$ cat config.mk
export PLATFORM = sky130hd
export DESIGN_NAME = alu_pipe_flat
export DESIGN_NICKNAME = d
export VERILOG_FILES = /design/src/rtl/alu_pkg.sv /design/src/rtl/alu_pipe_if.sv /design/src/rtl/alu_core.sv /design/src/rtl/alu_pipe.sv /design/src/flat_wrapper.sv
export SDC_FILE = /design/constraint.sdc
export NUM_CORES = 1
export LEC_CHECK = 0
export CAP_MARGIN = 15
export CORE_ASPECT_RATIO = 0.75
export CORE_UTILIZATION = 35
export CTS_CLUSTER_DIAMETER = 50
export CTS_CLUSTER_SIZE = 8
export DETAILED_ROUTE_END_ITERATION = 7
export GPL_TIMING_DRIVEN = 0
export MAX_ROUTING_LAYER = met4
export PLACE_DENSITY = 0.56
export SYNTH_ARGS = -nofsm -noshare
export SYNTH_HDL_FRONTEND = slang
export SYNTH_HIERARCHICAL = 1
export SYNTH_SLANG_ARGS = --single-unit
$ cat constraint.sdc
create_clock -name clk -period 3.7 [get_ports clk]
set_clock_uncertainty 0.1 [all_clocks]
set_input_delay 0.74 -clock clk [delete_from_list [all_inputs] [get_ports clk]]
set_output_delay 0.74 -clock clk [all_outputs]
set_load 0.02 [all_outputs]
$ cat src/rtl/alu_pkg.sv
// Shared ALU definitions: operation encoding and the per-result flag bundle.
package alu_pkg;

    typedef logic [2:0] op_t;

    localparam op_t OP_ADD = 3'b000;
    localparam op_t OP_SUB = 3'b001;
    localparam op_t OP_AND = 3'b010;
    localparam op_t OP_OR  = 3'b011;
    localparam op_t OP_XOR = 3'b100;
    localparam op_t OP_SHL = 3'b101;
    localparam op_t OP_SHR = 3'b110;
    localparam op_t OP_ASR = 3'b111;

    // Flags travel with each result through the output stage.
    typedef struct packed {
        logic overflow;
        logic zero;
        logic neg;
    } alu_flags_t;

endpackage

$ cat src/rtl/alu_pipe_if.sv
// Operand/result streaming bus for alu_pipe.
// Operand side: in_valid/in_ready handshake with a, b, op, sat.
// Result side:  out_valid/out_ready handshake with o and its flags.
// slave = ALU side, master = the front end / consumer side.
interface alu_pipe_if #(
    parameter int unsigned W = 8
);
    import alu_pkg::*;

    logic         in_valid;
    logic         in_ready;
    logic [W-1:0] a;
    logic [W-1:0] b;
    op_t          op;
    logic         sat;

    logic         out_valid;
    logic         out_ready;
    logic [W-1:0] o;
    logic         overflow;
    logic         zero;
    logic         neg;

    modport slave (
        input  in_valid, a, b, op, sat, out_ready,
        output in_ready, out_valid, o, overflow, zero, neg
    );

    modport master (
        output in_valid, a, b, op, sat, out_ready,
        input  in_ready, out_valid, o, overflow, zero, neg
    );
endinterface

$ cat src/rtl/alu_core.sv
// Combinational ALU datapath: op select, signed overflow detect,
// optional saturation and result flags.
// Ports: a_i, b_i operands; op_i operation; sat_i saturate enable;
//        res_c_o final result; flags_c_o overflow/zero/neg of res_c_o.
module alu_core
    import alu_pkg::*;
#(
    parameter int unsigned W = 8
) (
    input  logic [W-1:0] a_i,
    input  logic [W-1:0] b_i,
    input  op_t          op_i,
    input  logic         sat_i,
    output logic [W-1:0] res_c_o,
    output alu_flags_t   flags_c_o
);
    localparam int unsigned SH_W = $clog2(W);

    logic [SH_W-1:0] sh_amt;
    logic [W-1:0]    sum;
    logic [W-1:0]    diff;
    logic [W-1:0]    raw;
    logic            ovf;
    logic [W-1:0]    sat_val;

    // Only the low log2(W) bits of b select the shift distance.
    assign sh_amt = b_i[SH_W-1:0];
    assign sum    = a_i + b_i;
    assign diff   = a_i - b_i;

    // Operation select and overflow detection.
    always_comb begin
        raw = '0;
        ovf = 1'b0;
        case (op_i)
            OP_ADD: begin
                raw = sum;
                ovf = (a_i[W-1] == b_i[W-1]) && (sum[W-1] != a_i[W-1]);
            end
            OP_SUB: begin
                raw = diff;
                ovf = (a_i[W-1] != b_i[W-1]) && (diff[W-1] != a_i[W-1]);
            end
            OP_AND:  raw = a_i & b_i;
            OP_OR:   raw = a_i | b_i;
            OP_XOR:  raw = a_i ^ b_i;
            OP_SHL:  raw = a_i << sh_amt;
            OP_SHR:  raw = a_i >> sh_amt;
            OP_ASR:  raw = W'($signed(a_i) >>> sh_amt);
            default: raw = '0;
        endcase
    end

    // Clamp toward the sign of a: max positive or min negative.
    assign sat_val = a_i[W-1] ? {1'b1, {(W-1){1'b0}}} : {1'b0, {(W-1){1'b1}}};
    assign res_c_o = (sat_i && ovf) ? sat_val : raw;

    assign flags_c_o.overflow = ovf;
    assign flags_c_o.zero     = (res_c_o == '0);
    assign flags_c_o.neg      = res_c_o[W-1];

endmodule

$ cat src/rtl/alu_pipe.sv
// Two-stage pipelined ALU with valid/ready on both sides and sticky
// overflow status. S1 registers the operand beat, alu_core evaluates it,
// S2 registers the result and flags that drive the output bus.
// Ports: clk, rst (sync, active high); bus (alu_pipe_if.slave) operand and
//        result streams; clr_sticky clears status; ovf_sticky / ovf_count
//        report overflowing results that were accepted by the consumer.
module alu_pipe
    import alu_pkg::*;
#(
    parameter int unsigned W     = 8,
    parameter int unsigned CNT_W = 8
) (
    input  logic              clk,
    input  logic              rst,
    alu_pipe_if.slave         bus,
    input  logic              clr_sticky,
    output logic              ovf_sticky,
    output logic [CNT_W-1:0]  ovf_count
);
    // S1: operand beat
    logic         s1_valid_q, s1_valid_d;
    logic [W-1:0] s1_a_q, s1_a_d;
    logic [W-1:0] s1_b_q, s1_b_d;
    op_t          s1_op_q, s1_op_d;
    logic         s1_sat_q, s1_sat_d;

    // S2: result beat
    logic         s2_valid_q, s2_valid_d;
    logic [W-1:0] s2_o_q, s2_o_d;
    alu_flags_t   s2_flags_q, s2_flags_d;

    // Status
    logic             sticky_q, sticky_d;
    logic [CNT_W-1:0] count_q, count_d;

    // Holds in_ready low for the first cycle after reset release.
    logic rdy_en_q;

    logic [W-1:0] core_res;
    alu_flags_t   core_flags;
    logic         s2_ready;
    logic         xfer_ovf;

    alu_core #(.W(W)) u_core (
        .a_i       (s1_a_q),
        .b_i       (s1_b_q),
        .op_i      (s1_op_q),
        .sat_i     (s1_sat_q),
        .res_c_o   (core_res),
        .flags_c_o (core_flags)
    );

    // Ready chain depends only on register state and out_ready, never in_valid.
    assign s2_ready     = !s2_valid_q || bus.out_ready;
    assign bus.in_ready = !rst && rdy_en_q && (!s1_valid_q || s2_ready);
    assign xfer_ovf     = s2_valid_q && bus.out_ready && s2_flags_q.overflow;

    // Next-state logic for both stages and status.
    always_comb begin
        s1_valid_d = s1_valid_q;
        s1_a_d     = s1_a_q;
        s1_b_d     = s1_b_q;
        s1_op_d    = s1_op_q;
        s1_sat_d   = s1_sat_q;
        s2_valid_d = s2_valid_q;
        s2_o_d     = s2_o_q;
        s2_flags_d = s2_flags_q;
        sticky_d   = sticky_q;
        count_d    = count_q;

        // in_ready implies S1 is empty or draining into S2 this cycle.
        if (bus.in_ready) begin
            s1_valid_d = bus.in_valid;
            if (bus.in_valid) begin
                s1_a_d   = bus.a;
                s1_b_d   = bus.b;
                s1_op_d  = bus.op;
                s1_sat_d = bus.sat;
            end
        end

        // Result registers only load on a real beat so o stays put otherwise.
        if (s2_ready) begin
            s2_valid_d = s1_valid_q;
            if (s1_valid_q) begin
                s2_o_d     = core_res;
                s2_flags_d = core_flags;
            end
        end

        // An overflowing transfer wins over a coincident clear (count restarts at 1).
        if (xfer_ovf) begin
            sticky_d = 1'b1;
            if (clr_sticky) begin
                count_d = CNT_W'(1);
            end else if (count_q != {CNT_W{1'b1}}) begin
                count_d = count_q + CNT_W'(1);
            end
        end else if (clr_sticky) begin
            sticky_d = 1'b0;
            count_d  = '0;
        end
    end

    // State registers.
    always_ff @(posedge clk) begin
        if (rst) begin
            rdy_en_q   <= 1'b0;
            s1_valid_q <= 1'b0;
            s1_a_q     <= '0;
            s1_b_q     <= '0;
            s1_op_q    <= OP_ADD;
            s1_sat_q   <= 1'b0;
            s2_valid_q <= 1'b0;
            s2_o_q     <= '0;
            s2_flags_q <= '0;
            sticky_q   <= 1'b0;
            count_q    <= '0;
        end else begin
            rdy_en_q   <= 1'b1;
            s1_valid_q <= s1_valid_d;
            s1_a_q     <= s1_a_d;
            s1_b_q     <= s1_b_d;
            s1_op_q    <= s1_op_d;
            s1_sat_q   <= s1_sat_d;
            s2_valid_q <= s2_valid_d;
            s2_o_q     <= s2_o_d;
            s2_flags_q <= s2_flags_d;
            sticky_q   <= sticky_d;
            count_q    <= count_d;
        end
    end

    assign bus.out_valid = s2_valid_q;
    assign bus.o         = s2_o_q;
    assign bus.overflow  = s2_flags_q.overflow;
    assign bus.zero      = s2_flags_q.zero;
    assign bus.neg       = s2_flags_q.neg;
    assign ovf_sticky    = sticky_q;
    assign ovf_count     = count_q;

endmodule

$ cat src/flat_wrapper.sv
// flat-port wrapper written by rule: the top's interface ports become plain ports
module alu_pipe_flat import alu_pkg::*;
#(
    parameter int unsigned W     = 8,
    parameter int unsigned CNT_W = 8
)
  (clk, rst, clr_sticky, ovf_sticky, ovf_count, bus_in_valid, bus_a, bus_b, bus_op, bus_sat, bus_out_ready, bus_in_ready, bus_out_valid, bus_o, bus_overflow, bus_zero, bus_neg);
  alu_pipe_if #(.W(W)) bus_i ();
  input  logic clk;
  input  logic rst;
  input  logic clr_sticky;
  output logic ovf_sticky;
  output logic [CNT_W-1:0] ovf_count;
  input wire logic [$bits(bus_i.in_valid)-1:0] bus_in_valid;
  input wire logic [$bits(bus_i.a)-1:0] bus_a;
  input wire logic [$bits(bus_i.b)-1:0] bus_b;
  input wire logic [$bits(bus_i.op)-1:0] bus_op;
  input wire logic [$bits(bus_i.sat)-1:0] bus_sat;
  input wire logic [$bits(bus_i.out_ready)-1:0] bus_out_ready;
  output wire logic [$bits(bus_i.in_ready)-1:0] bus_in_ready;
  output wire logic [$bits(bus_i.out_valid)-1:0] bus_out_valid;
  output wire logic [$bits(bus_i.o)-1:0] bus_o;
  output wire logic [$bits(bus_i.overflow)-1:0] bus_overflow;
  output wire logic [$bits(bus_i.zero)-1:0] bus_zero;
  output wire logic [$bits(bus_i.neg)-1:0] bus_neg;
  assign bus_i.in_valid = bus_in_valid;
  assign bus_i.a = bus_a;
  assign bus_i.b = bus_b;
  assign bus_i.op = bus_op;
  assign bus_i.sat = bus_sat;
  assign bus_i.out_ready = bus_out_ready;
  assign bus_in_ready = bus_i.in_ready;
  assign bus_out_valid = bus_i.out_valid;
  assign bus_o = bus_i.o;
  assign bus_overflow = bus_i.overflow;
  assign bus_zero = bus_i.zero;
  assign bus_neg = bus_i.neg;
  alu_pipe #(.W(W), .CNT_W(CNT_W)) u_core (.clk(clk), .rst(rst), .bus(bus_i), .clr_sticky(clr_sticky), .ovf_sticky(ovf_sticky), .ovf_count(ovf_count));
endmodule
# Word level (Yosys, flattened, before mapping)
# Cells that the tools add are included.
dict set report classes {
  reduce_logical 19
  mul 0
  bitwise_logic 3
  n_shift 3
  n_mux 11
  n_eq_ne 12
  add_sub_neg 3
  magnitude_cmp 0
  n_div 0
}
# op n
set op_table {}
lappend op_table {{case mux 8 bit (8 select lines)} 1}
lappend op_table {{2-to-1 mux 8 bit} 6}
lappend op_table {{equality test 3 bit (second input constant)} 4}
lappend op_table {{adder 8 x 1 -> 8 bit (second input constant)} 1}
lappend op_table {{adder 8 bit} 1}
lappend op_table {{AND 8 bit} 1}
lappend op_table {{zero test 8 bit} 1}
lappend op_table {{inequality test 8 bit (second input constant)} 1}
lappend op_table {{bitwise OR 8 bit} 1}
lappend op_table {{<< shifter 8 x 3 -> 8 bit} 1}
lappend op_table {{right shift 8 x 3 -> 8 bit} 1}
lappend op_table {{>>> shifter 8 x 3 -> 8 bit} 1}
lappend op_table {{subtractor 8 bit} 1}
lappend op_table {{XOR 8 bit} 1}
lappend op_table {{logical AND 1 bit} 7}
lappend op_table {{equality test 3 x 2 -> 1 bit (second input constant)} 2}
lappend op_table {{AND reduction 2 bit} 3}
lappend op_table {{nonzero test 2 bit} 2}
lappend op_table {{equality test 3 x 1 -> 1 bit (second input constant)} 1}
lappend op_table {{zero test 1 bit} 3}
lappend op_table {{zero test 3 bit} 1}
lappend op_table {{2-to-1 mux 1 bit} 3}
lappend op_table {{inequality test 1 bit} 3}
lappend op_table {{logical OR 1 bit} 2}
lappend op_table {{other kinds (2)} 2}
dict set report totals {
  word_cells 64
  mem_bits_ro 0
  regBits 43
  memories 0
  output_inout_bits 22
  latchBits 0
  inputBits 25
  mem_bits_rw 0
}

# Longest topological paths before layout
dict set report depth {
  depth_word 7
  depth_mapped 15
  mapped_depth_nobuf 13
}

# By module
# The synthesis kept the hierarchy.
# module area_each_um2 instances cells_each
set modules_own_cells {}
lappend modules_own_cells {alu_core 2009.4 1 268}
lappend modules_own_cells {alu_pipe 1893.1 1 181}

# Worst setup path before layout
# No wires, ideal clock.
dict set report synth_timing {
  path_type {register to register}
  from {register u_core.s1_b_q[2]}
  to {register u_core.s2_o_q[7], in the netlist u_core/bus.o[7]}
  slack_ns 0.402
  n_path_buf 4
  arrival_time_ns 3.066
  synth_period_minus_slack_ns 3.298
  path_stages_with_launch 16
  path_cell_list {dfxtp_1 -> clkbuf_1 -> clkbuf_1 -> inv_1 -> ha_1 -> clkbuf_1 -> o211ai_1 -> o211ai_1 -> and3_1 -> nor3_1 -> a41o_1 -> nand2_2 -> mux2_2 -> buf_4 -> nand3_1 -> a21oi_1}
}
# element line_no
set synth_lines {}
lappend synth_lines {{start, declared} alu_pipe.sv:23} ;# logic [W-1:0] s1_b_q, s1_b_d;
lappend synth_lines {{start signal, assigned} alu_pipe.sv:111} ;# s1_b_q <= '0;
lappend synth_lines {{start signal, assigned} alu_pipe.sv:123} ;# s1_b_q <= s1_b_d;
lappend synth_lines {{end signal, assigned} alu_pipe.sv:127} ;# s2_o_q <= s2_o_d;
lappend synth_lines {{end, declared} alu_pipe.sv:29} ;# logic [W-1:0] s2_o_q, s2_o_d;

# Worst setup path after layout
dict set report layout_timing {
  from {input bus_out_ready}
  to {output bus_in_ready}
}
dict set report layout_between {
  elab_chain_len 3
}
# element line_no
set layout_lines {}
lappend layout_lines {{start, declared} flat_wrapper.sv:19} ;# input wire logic [$bits(bus_i.out_ready)-1:0] bus_out_ready;
lappend layout_lines {{logical OR 1 bit} alu_pipe.sv:54} ;# assign s2_ready = !s2_valid_q || bus.out_ready;
lappend layout_lines {{logical OR 1 bit} alu_pipe.sv:55} ;# assign bus.in_ready = !rst && rdy_en_q && (!s1_valid_q || s2_ready);
lappend layout_lines {{logical AND 1 bit} alu_pipe.sv:55}
lappend layout_lines {{end, declared} flat_wrapper.sv:20} ;# output wire logic [$bits(bus_i.in_ready)-1:0] bus_in_ready;
# Every way passes these cells.

==> metrics.log <==
[metrics] outcome: finished clean
[metrics] layout net count: 552
[metrics] worst-skew pair later-pin latency: 0.29 ns
[metrics] cell area reported after detailed placement: 4530 um^2
[metrics] final hold violation count: 0
[metrics] final critical-path share of the clock period: 93.2%
[metrics] number of different library cells in the post-synthesis netlist: 73
[metrics] antenna violations before repair: 0
[metrics] FMAX: 0.290 GHz
[metrics] number of cells produced by synthesis: 449
[metrics] Core Footprint: 10600 um^2
[metrics] height of the die: 93.4 um
[metrics] Mapped Area: 3900 um^2
[metrics] unrepaired setup endpoints after global routing: no
[metrics] power density normalized to cell area: 315 nW/um^2
[metrics] total die area: 11600 um^2
[metrics] final critical delay including setup and external delays: 3.45 ns
[metrics] endpoints failing setup: 0
[metrics] largest net degree at the start of global routing: 14
[metrics] global placement routability congestion: 0.932
[metrics] actual transition at the worst max-transition pin: 1.12 ns
[metrics] most instantiated cells after synthesis: 43 x sky130_fd_sc_hd__dfxtp_1, 33 x sky130_fd_sc_hd__a21oi_1, 33 x sky130_fd_sc_hd__inv_1
[metrics] relative max-transition margin: 23.4%
[metrics] top-level port count: 47
[metrics] Power, Total: 1.49 mW
[metrics] clock buffer count from CTS: 5
[metrics] warnings from Yosys: 6
[metrics] root buffer cell: sky130_fd_sc_hd__clkbuf_16
[metrics] remaining global-route overflow: 0
[metrics] CTS tree: yes
[metrics] TNS Setup: 0 ns
[metrics] antenna-violating nets left: 0
[metrics] Finished Core Util: 44.8%
[metrics] number of vias per cell after detailed routing: 5.68
[metrics] Routed wire per std cell: 17.5 um
[metrics] fin. max-slew vios: 0
[metrics] synthesized netlist net count: 501
[metrics] WL final: 11.1 mm
[metrics] number of synthesized flops with an enable pin: 0
[metrics] vias post-DR: 3617
[metrics] share of post-route cells with drive strength above 1: 13.4%
[metrics] maximum level of the CTS H-tree: 2
[metrics] Primary FF master, synth: sky130_fd_sc_hd__dfxtp_1
[metrics] via count of the first global-routing pass: 3294
[metrics] top-count cell post-synth: sky130_fd_sc_hd__dfxtp_1
[metrics] cell accounting for the most synthesized area: sky130_fd_sc_hd__dfxtp_1
[metrics] launching element type of the critical path: primary input
[metrics] DRC violations left: 0
[metrics] Antenna Cells: 0
[metrics] Pleak: 1.88 nW
[metrics] global-route wire length before repair: 17.7 mm
[metrics] Starting DRT DRC Count: 409
[metrics] final standard cell count with taps included and fillers excluded: 637
[metrics] max_cap viols: 0
[metrics] top cell type's share of synthesized area: 22.1%
[metrics] type of element capturing the critical path: primary output
[metrics] CTS Sinks: 43
[metrics] part of the Yosys area used for sequential elements: 22.1%
[metrics] share of flip-flops with an asynchronous set or reset: 0%
[metrics] chip width: 124 um
[metrics] GRT Util Overall: 20.5%
[metrics] register clock-pin slew on the reported worst setup and hold paths: 0.06 ns
[metrics] count of buffers from port buffering: 46
[metrics] flops & latches, synth: 43
[metrics] Worst Setup Path Type: primary input to primary output
[metrics] starting density of the core: 36.9%
[metrics] leading post-synthesis cells by cell area: sky130_fd_sc_hd__dfxtp_1 22%, sky130_fd_sc_hd__ha_1 8.0%, sky130_fd_sc_hd__mux2_4 7.7%
[metrics] critical path arrival: 2.61 ns
[metrics] Post CTS Setup Buffer Count: 0
[metrics] DPL Wire Length: 8.57 mm
[metrics] row count: 32
[metrics] Synth-to-Final Area Change: 21.3%
[metrics] 1st-pass router iterations: 5
[metrics] final cell area excluding filler cells: 4730 um^2
[metrics] maximum vdd drop: 0.000239 V
[metrics] Mean Syn Cell Area: 8.69 um^2
[metrics] fill count: 1061
[metrics] WP data required: 2.86 ns
[metrics] number of buffers between clock root and the deepest sink: 2
[metrics] post-placement cell count: 631
[metrics] worst hold path class: flop to flop
[metrics] CTS Hold Bufs: 0
[metrics] largest driver fanout on the critical path: 10
-- per-stage QoR --
step / hold slack [ns] / worst slack, ns
2_1_floorplan: 0.369 / 0.402
3_3_place_gp: 0.364 / -0.129
3_5_place_dp: 0.367 / -0.163
4_1_cts: 0.375 / 0.109
5_1_grt: 0.409 / 0.0691
6_report: 0.372 / 0.251
-- state kept, by name, summed over array words and instances (netlist names) --
register	count
u_core/bus.o	8
u_core/s1_op_q	3
u_core/bus.out_valid	1
u_core/ovf_count	8
u_core/s1_sat_q	1
u_core/s1_valid_q	1
u_core/ovf_sticky	1
u_core/s1_a_q	8
u_core/bus.overflow	1
u_core/s1_b_q	8
u_core/bus.neg	1
u_core/bus.zero	1
u_core/rdy_en_q	1
-- cell families after synthesis --
kind of cell	Yosys count	share of synthesized area (%)
fa+ha+maj	27	9.04
buf+inv	64	7.53
mux	49	18.9
simple gates	148	21.1
compound gates	116	20.8
xor+xnor	2	0.449
flops	43	22.1
-- final timing paths --
kind                                   startpoint           endpoint  slack (ns)  cells past startpoint
worst max-delay path                bus_out_ready       bus_in_ready        0.25                      5
worst min-delay path            u_core/ovf_sticky  u_core/ovf_sticky        0.37                      2
worst max register to register   u_core/s1_b_q[2]    u_core/bus.o[7]        0.26                     14
worst min register to register  u_core/ovf_sticky  u_core/ovf_sticky        0.37                      2
-- layer usage --
layer,track usage [%],vias to the layer above,part of all wire (%)
met3,4.09,11,8.1
met5,-,-,0
met2,27.2,143,40
met4,4.86,0,0.85
li1,-,1751,-
met1,30.9,1712,51
-- placed cells by master, fill, tap and decap left out, drive strengths merged, types with 4 or more instances in the layout --
cell	netlist	final
a2111oi	5	5
mux2	24	24
nand2b	11	11
o31ai	4	4
nor3b	4	4
clkdlybuf4s50	0	46
nor3	10	10
inv	33	33
nand3	18	18
clkbuf	15	20
o21ai	22	22
nor2	21	21
a211oi	11	11
a21oi	33	33
and3	7	7
ha	25	25
nand2	29	29
nor2b	26	26
mux2i	15	15
dfxtp	43	43
o2111ai	5	5
buf	16	15
o211ai	4	4
mux4	10	10
-- power by group --
part | internal, mW | total [mW] | leakage [nW] | switching [mW]
Sequential | 0.482 | 0.509 | 0.350 | 0.0270
Clock | 0.387 | 0.579 | 0.0911 | 0.191
Combinational | 0.188 | 0.401 | 1.43 | 0.214
-- worst max-delay path, cell delays in order --
cell,delay [ns]
sky130_fd_sc_hd__clkdlybuf4s50_1,0.53
sky130_fd_sc_hd__nand2b_4,0.18
sky130_fd_sc_hd__clkbuf_1,0.35
sky130_fd_sc_hd__o211a_1,0.21
sky130_fd_sc_hd__clkdlybuf4s50_1,0.60
-- what timing repair did --
item                                    4_1_cts  5_1_grt
pin swaps                                     0        1
gates resized for setup                       1        5
endpoints found under the setup margin        4        5
-- cell type report --
class | instances | area [um^2] | area share (%)
clock inverter | 2 | 60.1 | 1.27
inverter | 33 | 124 | 2.62
buffer | 29 | 164 | 3.46
multi-input combinational | 342 | 2760 | 58.4
clock buffer | 6 | 129 | 2.72
tap | 136 | 170 | 3.60
timing repair buffer | 46 | 460 | 9.73
sequential | 43 | 861 | 18.2
(Power assumes the default switching activity.)
